[src/rtl/mem_arb_pkg.sv]
// rtl/mem_arb_pkg.sv - shared types and constants for the two-port memory arbiter
package mem_arb_pkg;

    localparam int ADDR_W_DEF = 11;
    localparam int DATA_W_DEF = 16;
    localparam int CNT_W      = 16;

    typedef enum logic {
        REQ_0 = 1'b0,
        REQ_1 = 1'b1
    } req_idx_t;

    // Increment that sticks at all-ones instead of wrapping
    function automatic logic [CNT_W-1:0] sat_inc(input logic [CNT_W-1:0] v);
        return (v == '1) ? v : v + 1'b1;
    endfunction

endpackage

[src/rtl/mem_arb_rr.sv]
// rtl/mem_arb_rr.sv - two-way round-robin grant with last_grant history
module mem_arb_rr
    import mem_arb_pkg::*;
(
    input  logic     clk,
    input  logic     reset,
    input  logic     req0,
    input  logic     req1,
    output logic     grant_valid,
    output req_idx_t grant_idx
);

    req_idx_t last_grant;

    // On a tie the requester that did not win last time goes first
    always_comb begin
        grant_valid = req0 || req1;
        grant_idx   = REQ_0;
        if (req0 && req1) begin
            grant_idx = (last_grant == REQ_0) ? REQ_1 : REQ_0;
        end else if (req1) begin
            grant_idx = REQ_1;
        end
    end

    // History starts at requester 1 so requester 0 wins the first tie
    always_ff @(posedge clk or posedge reset) begin
        if (reset) begin
            last_grant <= REQ_1;
        end else if (grant_valid) begin
            last_grant <= grant_idx;
        end
    end

endmodule

[src/rtl/mem_port_arbiter.sv]
// rtl/mem_port_arbiter.sv - two requesters sharing one single-port RAM; MEM_ARB_PERF_CNT_EN adds grant/conflict counters
module mem_port_arbiter
    import mem_arb_pkg::*;
#(
    parameter int ADDR_W = ADDR_W_DEF,
    parameter int DATA_W = DATA_W_DEF,
    parameter int BE_W   = DATA_W / 8
) (
    input  logic              clk,
    input  logic              reset,
    input  logic [ADDR_W-1:0] m0_address,
    input  logic [BE_W-1:0]   m0_byteenable,
    input  logic              m0_read,
    input  logic              m0_write,
    input  logic [DATA_W-1:0] m0_writedata,
    output logic              m0_waitrequest,
    output logic [DATA_W-1:0] m0_readdata,
    output logic              m0_readdatavalid,
    input  logic [ADDR_W-1:0] m1_address,
    input  logic [BE_W-1:0]   m1_byteenable,
    input  logic              m1_read,
    input  logic              m1_write,
    input  logic [DATA_W-1:0] m1_writedata,
    output logic              m1_waitrequest,
    output logic [DATA_W-1:0] m1_readdata,
    output logic              m1_readdatavalid,
    output logic [ADDR_W-1:0] mem_address,
    output logic [BE_W-1:0]   mem_byteenable,
    output logic [DATA_W-1:0] mem_writedata,
    output logic              mem_chipselect,
    output logic              mem_write,
    output logic              mem_clken,
    input  logic [DATA_W-1:0] mem_readdata
`ifdef MEM_ARB_PERF_CNT_EN
    ,
    output logic [CNT_W-1:0]  grant0_cnt,
    output logic [CNT_W-1:0]  grant1_cnt,
    output logic [CNT_W-1:0]  conflict_cnt
`endif
);

    logic     act0, act1;
    logic     gnt_valid;
    req_idx_t gnt_idx;
    logic     grant0, grant1;
    logic     rd_pending;
    req_idx_t rd_owner;

    assign act0 = m0_read || m0_write;
    assign act1 = m1_read || m1_write;

    mem_arb_rr u_rr (
        .clk         (clk),
        .reset       (reset),
        .req0        (act0),
        .req1        (act1),
        .grant_valid (gnt_valid),
        .grant_idx   (gnt_idx)
    );

    // Nothing is granted while reset is held, so the RAM port stays quiet
    assign grant0 = gnt_valid && (gnt_idx == REQ_0) && !reset;
    assign grant1 = gnt_valid && (gnt_idx == REQ_1) && !reset;

    assign m0_waitrequest = reset || (act0 && !grant0);
    assign m1_waitrequest = reset || (act1 && !grant1);

    // Write wins when a requester raises read and write together
    assign mem_chipselect = grant0 || grant1;
    assign mem_write      = grant1 ? m1_write : (grant0 ? m0_write : 1'b0);
    assign mem_address    = grant1 ? m1_address    : m0_address;
    assign mem_byteenable = grant1 ? m1_byteenable : m0_byteenable;
    assign mem_writedata  = grant1 ? m1_writedata  : m0_writedata;
    assign mem_clken      = 1'b1;

    // One-deep pipeline remembers who owns the RAM output next cycle
    always_ff @(posedge clk or posedge reset) begin
        if (reset) begin
            rd_pending <= 1'b0;
            rd_owner   <= REQ_0;
        end else begin
            rd_pending <= mem_chipselect && !mem_write;
            if (mem_chipselect) begin
                rd_owner <= grant1 ? REQ_1 : REQ_0;
            end
        end
    end

    assign m0_readdata      = mem_readdata;
    assign m1_readdata      = mem_readdata;
    assign m0_readdatavalid = rd_pending && (rd_owner == REQ_0);
    assign m1_readdatavalid = rd_pending && (rd_owner == REQ_1);

`ifdef MEM_ARB_PERF_CNT_EN
    // Saturating usage counters for grants and contended cycles
    always_ff @(posedge clk or posedge reset) begin
        if (reset) begin
            grant0_cnt   <= '0;
            grant1_cnt   <= '0;
            conflict_cnt <= '0;
        end else begin
            if (grant0) grant0_cnt <= sat_inc(grant0_cnt);
            if (grant1) grant1_cnt <= sat_inc(grant1_cnt);
            if (act0 && act1) conflict_cnt <= sat_inc(conflict_cnt);
        end
    end
`endif

endmodule

[config.mk]
export PLATFORM = sky130hd
export DESIGN_NAME = mem_port_arbiter
export DESIGN_NICKNAME = d
export VERILOG_FILES = /design/src/rtl/mem_arb_pkg.sv /design/src/rtl/mem_arb_rr.sv /design/src/rtl/mem_port_arbiter.sv
export SDC_FILE = /design/constraint.sdc
export NUM_CORES = 1
export LEC_CHECK = 0
export CORE_ASPECT_RATIO = 1.4
export CORE_MARGIN = 10
export CORE_UTILIZATION = 19
export CTS_CLUSTER_DIAMETER = 100
export DETAILED_ROUTE_END_ITERATION = 6
export PLACE_DENSITY = 0.8
export SLEW_MARGIN = 20
export SYNTH_ARGS = -nofsm -noshare
export SYNTH_HDL_FRONTEND = slang
export SYNTH_SLANG_ARGS = --single-unit
[constraint.sdc]
create_clock -name clk -period 1.55 [get_ports clk]
set_clock_uncertainty 0.1 [all_clocks]
set_input_delay 0.31 -clock clk [delete_from_list [all_inputs] [get_ports clk]]
set_output_delay 0.31 -clock clk [all_outputs]
set_load 0.05 [all_outputs]
# == Word level (Yosys, flattened, before mapping) ==
# Index checks and enable logic that the tools add are counted.
# op_classes
add_sub_neg,0
n_mul,0
div,0
order_cmp,0
n_eq_ne,0
shifts,0
muxes,9
bitwise,2
n_reduce_logical,20
# op_table
op,n
$mux W16,1
$mux W11,1
$logic_and A1 B1 Y1,10
$logic_or A1 B1 Y1,6
$mux W1,6
$logic_not A1 Y1,4
$mux W2,1
$not A1 Y1,2
# totals
ff_bits,3
latchBits,0
ram_bits,0
romBits,0
inputBits,80
out_inout_bits,68
elab_cells,34
memories,0

# == Longest topological paths before layout ==
# Gate-level depths: netlist (run 1).
# logic_depth
depth_word,10
depth_mapped,4
depth_no_buf,3

# == Modules after synthesis ==
# A second synthesis (run 1) with hierarchy kept.
# unflattened
cells_unflattened,90
hier_area_um2,934.6
# modules_own_cells
mod,instances,cells_each,area_each_um2,seq_area_each_um2
mem_port_arbiter,1,84,882.1,50.0
mem_arb_rr,1,6,52.6,26.3

# == Worst setup path before layout (run 1) ==
# OpenSTA, ideal clock, no wires.
# synth_path
kind,register -> output
start,reg u_rr.last_grant
end,out mem_write
arrival_time_ns,1.905
required_time_ns,1.140
slack_ns,-0.765
stages_incl_launch_ff,3
n_path_buf,0
path_cell_list,dfstp_2 o21ai_0 a221oi_1
# synth_via
elab_chain_cells,7
elab_cells_between_ends,9
classes_between,mux: 4; bitwise: 1; reduce/logical: 4
# synth_lines
element,line,source
from (decl),mem_arb_rr.sv:13,req_idx_t last_grant;
from (signal assigned),mem_arb_rr.sv:31,last_grant <= grant_idx;
$mux W1 *,mem_arb_rr.sv:20,grant_idx = (last_grant == REQ_0) ? REQ_1 : REQ_0;
$mux W1 *,mem_arb_rr.sv:19,if (req0 && req1) begin
$not A1 Y1,mem_port_arbiter.sv:62,assign grant0 = gnt_valid && (gnt_idx == REQ_0) && !reset;
$logic_and A1 B1 Y1 (2 in a row),mem_port_arbiter.sv:62,
$mux W1,mem_port_arbiter.sv:70,assign mem_write = grant1 ? m1_write : (grant0 ? m0_write : 1'b0);
$mux W1 *,mem_port_arbiter.sv:70,
to (decl),mem_port_arbiter.sv:31,"output logic mem_write,"
# Mark *: on every way between the ends. The rest lies on a longest branch, timed or not.

# == Final worst setup path (run 1) ==
# layout_path
start,reg u_rr.last_grant
end,out mem_address[6]
# layout_via
elab_chain_cells,5
# layout_lines
element,line,source
$mux W1,mem_arb_rr.sv:20,
$mux W1,mem_arb_rr.sv:19,
$logic_and A1 B1 Y1 (2 in a row),mem_port_arbiter.sv:63,assign grant1 = gnt_valid && (gnt_idx == REQ_1) && !reset;
$mux W11,mem_port_arbiter.sv:71,assign mem_address = grant1 ? m1_address : m0_address;
to (decl),mem_port_arbiter.sv:27,"output logic [ADDR_W-1:0] mem_address,"
# No other way between the ends.

==> flow_metrics.py, run 1 <==
metrics = {
    "die": {
        "rows": 28,
        "core_area_mm2": 0.00424,
        "dieHeight_um": 98.4,
        "die-area_mm2": 0.00747,
        "io_pins": 148,
        "die_x_um": 76.0,
        "start_util": 0.197,
    },
    "drt": {
        "wl_per_cell_um": 17.8,
        "drt.antenna.violating_nets": 0,
        "firstDrtPassIters": 2,
        "first_iter_violations": 3,
        "num_vias": 976,
        "avgViaCountPerCell": 4.15,
        "finalWirelength_um": 4180,
        "route.detailed.drc": 0,
    },
    "cts": {
        "cts-root-buf": "clkbuf_8",
        "clockBufferDepth": 2,
        "insertion_delay_ns": 0.22,
        "cts_hold_buf": 0,
        "cts_buffers": 3,
        "cts_tree": "done",
        "cts.clk_slew.worst_paths_ns": 0.03,
        "htree_levels": 1,
        "clock-sinks": 3,
    },
    "sta": {
        "drv_slew": 0,
        "setup_tns_ns": -19.01,
        "timing.fmax_ghz": 0.445,
        "finalCriticalPeriod_ns": 2.25,
        "final-hold-violation-count": 0,
        "worst_slack_ns": -0.699,
        "setup_viol": 33,
        "grt_setup_unrepaired": "yes",
        "fin_hold_ws_ns": 0.445,
        "fin_crit_sh": 1.45,
    },
    "global_route": {
        "grt_max_degree": 9,
        "grt_pass1_vias": 1303,
        "grtUsageTotal": 0.113,
        "antenna_found_initial": 0,
        "grt_overflow": 0,
        "grt_pass1_wl_um": 6780,
    },
    "logic_synthesis": {
        "seq_area_frac_synth": 0.0916,
        "synth_flop_cell": "dfrtp_1",
        "netlist_instances": 92,
        "yosysWarnings": 0,
        "synth_seq_cells": 3,
        "synth_top_area_cell": "mux2_2",
        "synth_area_leaders": "mux2_2 (36%), buf_4 (30%), dfrtp_1 (6.0%), buf_6 (4.1%), mux2_4 (3.6%)",
        "syn_avg_cell_area_um2": 9.06,
        "synthesis.area_um2": 833,
        "synth-edff-count": 0,
        "yosys.cell_types.count": 22,
        "postSynth.asyncResetShare": 1.00,
        "yosysTopAreaCellShare": 0.365,
        "synth_nets": 172,
    },
    "place": {
        "place_ws_ns": -0.788,
        "place.gp.congestion": 0.731,
        "port_buffers": 98,
        "dp_hpwl_um": 3380,
    },
    "cells_and_area": {
        "final_nets": 256,
        "antenna-diode-count": 0,
        "final_util": 0.568,
        "area_growth_pct": 189,
        "drive_gt1_frac": 0.537,
    },
    "power": {
        "p_comb_frac": 0.805,
        "switching_share": 0.396,
        "p_clk_frac": 0.136,
        "p_leak_uw": 0.00105,
        "power.switching_uw": 664,
        "p_int_uw": 1010,
        "peakVddDrop_mv": 0.397,
        "p_per_area_mw_per_mm2": 697,
        "p_seq_frac": 0.060,
        "p_total_uw": 1680,
    },
    "setup_path": {
        "worstPathArrival_ns": 1.84,
        "start_kind": "flip-flop",
        "critPathMaxFanout": 7,
        "end_kind": "output port",
        "crit_required_ns": 1.14,
        "crit_type": "flip-flop to output port",
    },
    "run_status": {
        "status": "finished with violations",
        "violations": "setup timing",
    },
    "min_path": {
        "min_path_type": "flip-flop to flip-flop",
    },
    "job": {
        "drv_cap": 0,
    },
}
## power by group through the flow
stage                     logic [uW]  clock network [uW]  registers (uW)
after floorplan                  769                   0             108
after global placement          1160                   0             101
after detailed placement        1170                   0             101
after CTS                       1360                 233             100
after global routing            1400                 244             101
final                           1350                 228             100
## cell usage in the layout, fill, tap and decap left out
cell type        count
a21oi_1              2
a21oi_4              1
a221oi_4             1
and2_1               1
and2b_1              1
buf_12              37
buf_16               3
buf_4                8
buf_6                4
clkbuf_1             1
clkbuf_8             3
clkdlybuf4s15_1      1
clkdlybuf4s50_1     58
conb_1               1
dfrtp_1              2
dfstp_2              1
dlygate4sd2_1        4
inv_1                4
inv_2                1
mux2_4              29
nand2_1              1
nand3_1              1
nor2_4               2
nor2b_1              1
nor3_4               1
o21a_1               1
o21ai_0              1
o21ai_4              1
o21bai_1             1
o31ai_4              2
## registers in the layout, summed over array words and instances, names as in the netlist
name,cells
u_rr.last_grant,1
rd_owner,1
rd_pending,1
## final timing paths
check / slack (ns) / to / cells past startpoint / startpoint
setup / recovery: -0.70 / mem_address[6] / 7 / u_rr.last_grant
hold reg to reg: 0.44 / rd_owner / 2 / rd_owner
min in group asynchronous: 0.45 / rd_pending / 4 / reset
setup reg to reg: 0.15 / rd_owner / 5 / u_rr.last_grant
max in group asynchronous: 0.71 / u_rr.last_grant / 4 / reset
hold / removal: 0.44 / rd_owner / 2 / rd_owner
## critical path, stage by stage, from the launching register on
cell,delay (ns)
dfstp_2,0.52
o21a_1,0.18
nor3_4,0.05
buf_12,0.14
buf_6,0.12
buf_16,0.14
mux2_4,0.33
buf_12,0.15
## cells by family after synthesis
family | after synthesis | synth area share
AO/OA/AOI/OAI | 10 | 0.0766
AND/OR/NAND/NOR | 8 | 0.0661
buffers and inverters | 41 | 0.360
other | 1 | 0.00450
multiplexers | 29 | 0.401
flip-flops | 3 | 0.0916
## final cells by class
cell class | count | area, um2
Fill cell | 338 | 1830
Timing Repair Buffer | 115 | 1550
Multi-Input combinational cell | 48 | 638
Sequential cell | 3 | 76.3
Tap cell | 60 | 75.1
Clock buffer | 4 | 45.0
Inverter | 5 | 18.8
## metrics by stage
| stage | cells | cell area, um2 |
|---|---|---|
| after floorplan | 92 | 877 |
| after global placement | 222 | 2070 |
| after detailed placement | 222 | 2070 |
| after CTS | 235 | 2400 |
| after global routing | 235 | 2410 |
| final | 235 | 2410 |
## synthesized netlist by cell type (2+ instances only)
cell type  count
mux2_2        27
o21ai_0        2
buf_6          3
dfrtp_1        2
a21oi_1        3
mux2_4         2
inv_1          5
buf_4         33
o31ai_1        2
## routing by layer
layer / vias up / share of wire / global-route usage
met1: 438 / 0.28 / 0.0985
met4: 0 / 0.035 / 0.0614
met3: 28 / 0.14 / 0.0642
met2: 65 / 0.54 / 0.199
met5: - / 0 / 0
li1: 445 / - / -
## timing repair
action / 4_1_cts / 5_1_grt
endpoints found under the setup margin: 33 / 33
buffers inserted: 6 / 1
gates resized for setup: 49 / 0
cloned: 3 / 0
pin swaps: 6 / 3
Note: power is estimated with default switching activity, not from simulation.
==> inputs of run 2 (changes only) <==
Settings changed: CORE_ASPECT_RATIO 1.4 to unset, PLACE_DENSITY 0.8 to unset, PLACE_DENSITY_LB_ADDON set to 0.15.
==> run 2 against run 1 <==
  * The run still ends with setup timing left
  * Non-clock buffer count fell by 2
  * Global-route usage barely moved
  * Sequential share of layout area rose by 0.090 points
  * Power fell by 2.6%
  * Routed wire length rose by 4.3%
  * Die area fell by 0.50%
  * Flip-flop and latch count did not move
  * Clock-buffer cell count did not move
  * Fmax rose by 4.6%
  * Setup slack improved by 0.098 ns
  * Cell count fell by 4.3%
  * Worst hold slack got worse by 0.26 ns
  * Highest routed layer unchanged
==> flow_metrics.py, run 2 (synthesized netlist as in run 1, its figures left out) <==
metrics = {
    "drt": {
        "avgViaCountPerCell": 4.16,
        "first_iter_violations": 1,
        "firstDrtPassIters": 3,
        "route.detailed.drc": 0,
        "top_layer": "met4",
        "wl_met3_um": 620,
        "finalWirelength_um": 4360,
        "drt.antenna.violating_nets": 0,
        "met1_length_um": 1370,
        "wl_met2_um": 2330,
        "wl_per_cell_um": 19.4,
        "num_vias": 935,
    },
    "cells_and_area": {
        "drive_gt1_frac": 0.549,
        "final_nets": 254,
        "final_common_cell": "clkdlybuf4s50_1",
        "area_growth_pct": 181,
        "antenna-diode-count": 0,
        "reg_top3": "rd_owner: 1 flops, rd_pending: 1 flops, u_rr.last_grant: 1 flops",
        "fillers": 363,
        "layout_common_cells": "clkdlybuf4s50_1 (58), buf_12 (37), mux2_4 (29)",
    },
    "power": {
        "switching_share": 0.402,
        "peakVddDrop_mv": 0.266,
        "p_total_uw": 1630,
        "power.switching_uw": 657,
        "p_comb_frac": 0.797,
        "p_leak_uw": 0.00102,
        "p_per_area_mw_per_mm2": 698,
        "p_int_uw": 978,
        "p_clk_frac": 0.141,
        "p_seq_frac": 0.062,
    },
    "setup_path": {
        "end_kind": "output port",
        "r2r_cells": 5,
        "critPathMaxFanout": 7,
        "crit_type": "flip-flop to output port",
        "start_kind": "flip-flop",
        "crit_required_ns": 1.14,
        "worstPathArrival_ns": 1.74,
    },
    "global_route": {
        "grt_pass1_wl_um": 6580,
        "grt_max_degree": 16,
        "grtUsageTotal": 0.113,
        "grt_overflow": 0,
        "grt_pass1_vias": 1168,
        "antenna_found_initial": 0,
    },
    "cts": {
        "insertion_delay_ns": 0.22,
        "clock-sinks": 3,
        "htree_levels": 1,
        "cts_hold_buf": 0,
        "cts.clk_slew.worst_paths_ns": 0.03,
        "clockBufferDepth": 2,
        "cts_tree": "done",
        "cts-root-buf": "clkbuf_8",
        "cts_buffers": 3,
    },
    "min_path": {
        "min_path_type": "primary input to async pin",
    },
    "place": {
        "dp_hpwl_um": 3550,
        "place.gp.congestion": 0.822,
        "port_buffers": 98,
    },
    "sta": {
        "fin_crit_sh": 1.39,
        "setup_viol": 31,
        "setup_tns_ns": -17.54,
        "finalCriticalPeriod_ns": 2.15,
        "timing.fmax_ghz": 0.465,
        "grt_setup_unrepaired": "yes",
        "worst_slack_ns": -0.601,
        "final-hold-violation-count": 0,
        "drv_slew": 0,
    },
    "die": {
        "die_x_um": 86.2,
        "die-area_mm2": 0.00743,
        "rows": 24,
        "dieHeight_um": 86.2,
        "start_util": 0.194,
        "core_area_mm2": 0.00429,
        "io_pins": 148,
    },
    "run_status": {
        "violations": "setup timing",
        "status": "finished with violations",
    },
    "job": {
        "drv_cap": 0,
    },
}
==> run 2: changes by cell type in the layout (fill, tap and decap cells not counted), moves of 2 or more <==
cell,change
dlygate4sd2_1,-4
clkbuf_2,+4
buf_4,-2
buf_16,-2
==> run 2: layout make-up <==
type / count / area, um2 / area share
Clock buffer: 4 / 45.0 / 0.0192
Inverter: 5 / 22.5 / 0.00962
Multi-Input combinational cell: 48 / 627 / 0.268
Sequential cell: 3 / 76.3 / 0.0326
Tap cell: 52 / 65.1 / 0.0278
Timing Repair Buffer: 113 / 1510 / 0.643
==> run 2: worst paths after layout <==
kind,from,endpoint,slack [ns]
max in group asynchronous,reset,u_rr.last_grant,0.99
min in group clk,reset,rd_pending,0.37
min,reset,rd_pending,0.18
max reg2reg,u_rr.last_grant,rd_owner,0.12
max,u_rr.last_grant,mem_writedata[10],-0.60
min reg2reg,rd_owner,rd_owner,0.44
==> run 2: worst max-delay path: stages (launching register included) <==
cell       delay, ns
dfstp_2         0.53
o21a_1          0.19
nor3_4          0.06
buf_6           0.13
clkbuf_16       0.16
mux2_4          0.31
buf_12          0.15
==> run 2: power by group through the flow <==
stage	combinational [uW]	clock [uW]	sequential, uW
after global routing	1360	242	102
after CTS	1320	238	101
after global placement	1170	0	101
final	1300	230	101
after detailed placement	1180	0	102
after floorplan	769	0	108
==> run 2: routing by layer <==
| metal | track usage | vias up |
|---|---|---|
| li1 | - | 443 |
| met1 | 0.104 | 429 |
| met2 | 0.206 | 58 |
| met3 | 0.0704 | 5 |
| met4 | 0.0265 | 0 |
| met5 | 0 | - |
==> run 2: metrics by stage <==
stage,util,worst slack (ns),hold WS [ns],instance area (um2),instances
after floorplan,-,-0.228,0.00857,877,92
after global placement,0.483,-0.748,0.447,2070,215
after detailed placement,0.483,-0.772,0.444,2070,215
after CTS,0.548,-0.717,0.444,2350,226
after global routing,0.545,-0.657,0.203,2340,225
final,0.545,-0.601,0.182,2340,225
==> run 2: repair_timing <==
item / 4_1_cts / 5_1_grt
pin swaps: 6 / 3
gates resized for setup: 43 / 14
buffers inserted: 5 / 0
gates cloned: 2 / 1
setup endpoints to repair: 33 / 33
==> inputs of run 3 (changes only) <==
Settings changed: GPL_ROUTABILITY_DRIVEN set to 0.
==> results of run 3 <==
Same layout as run 2: the final DEF is identical, and so are final timing and power.
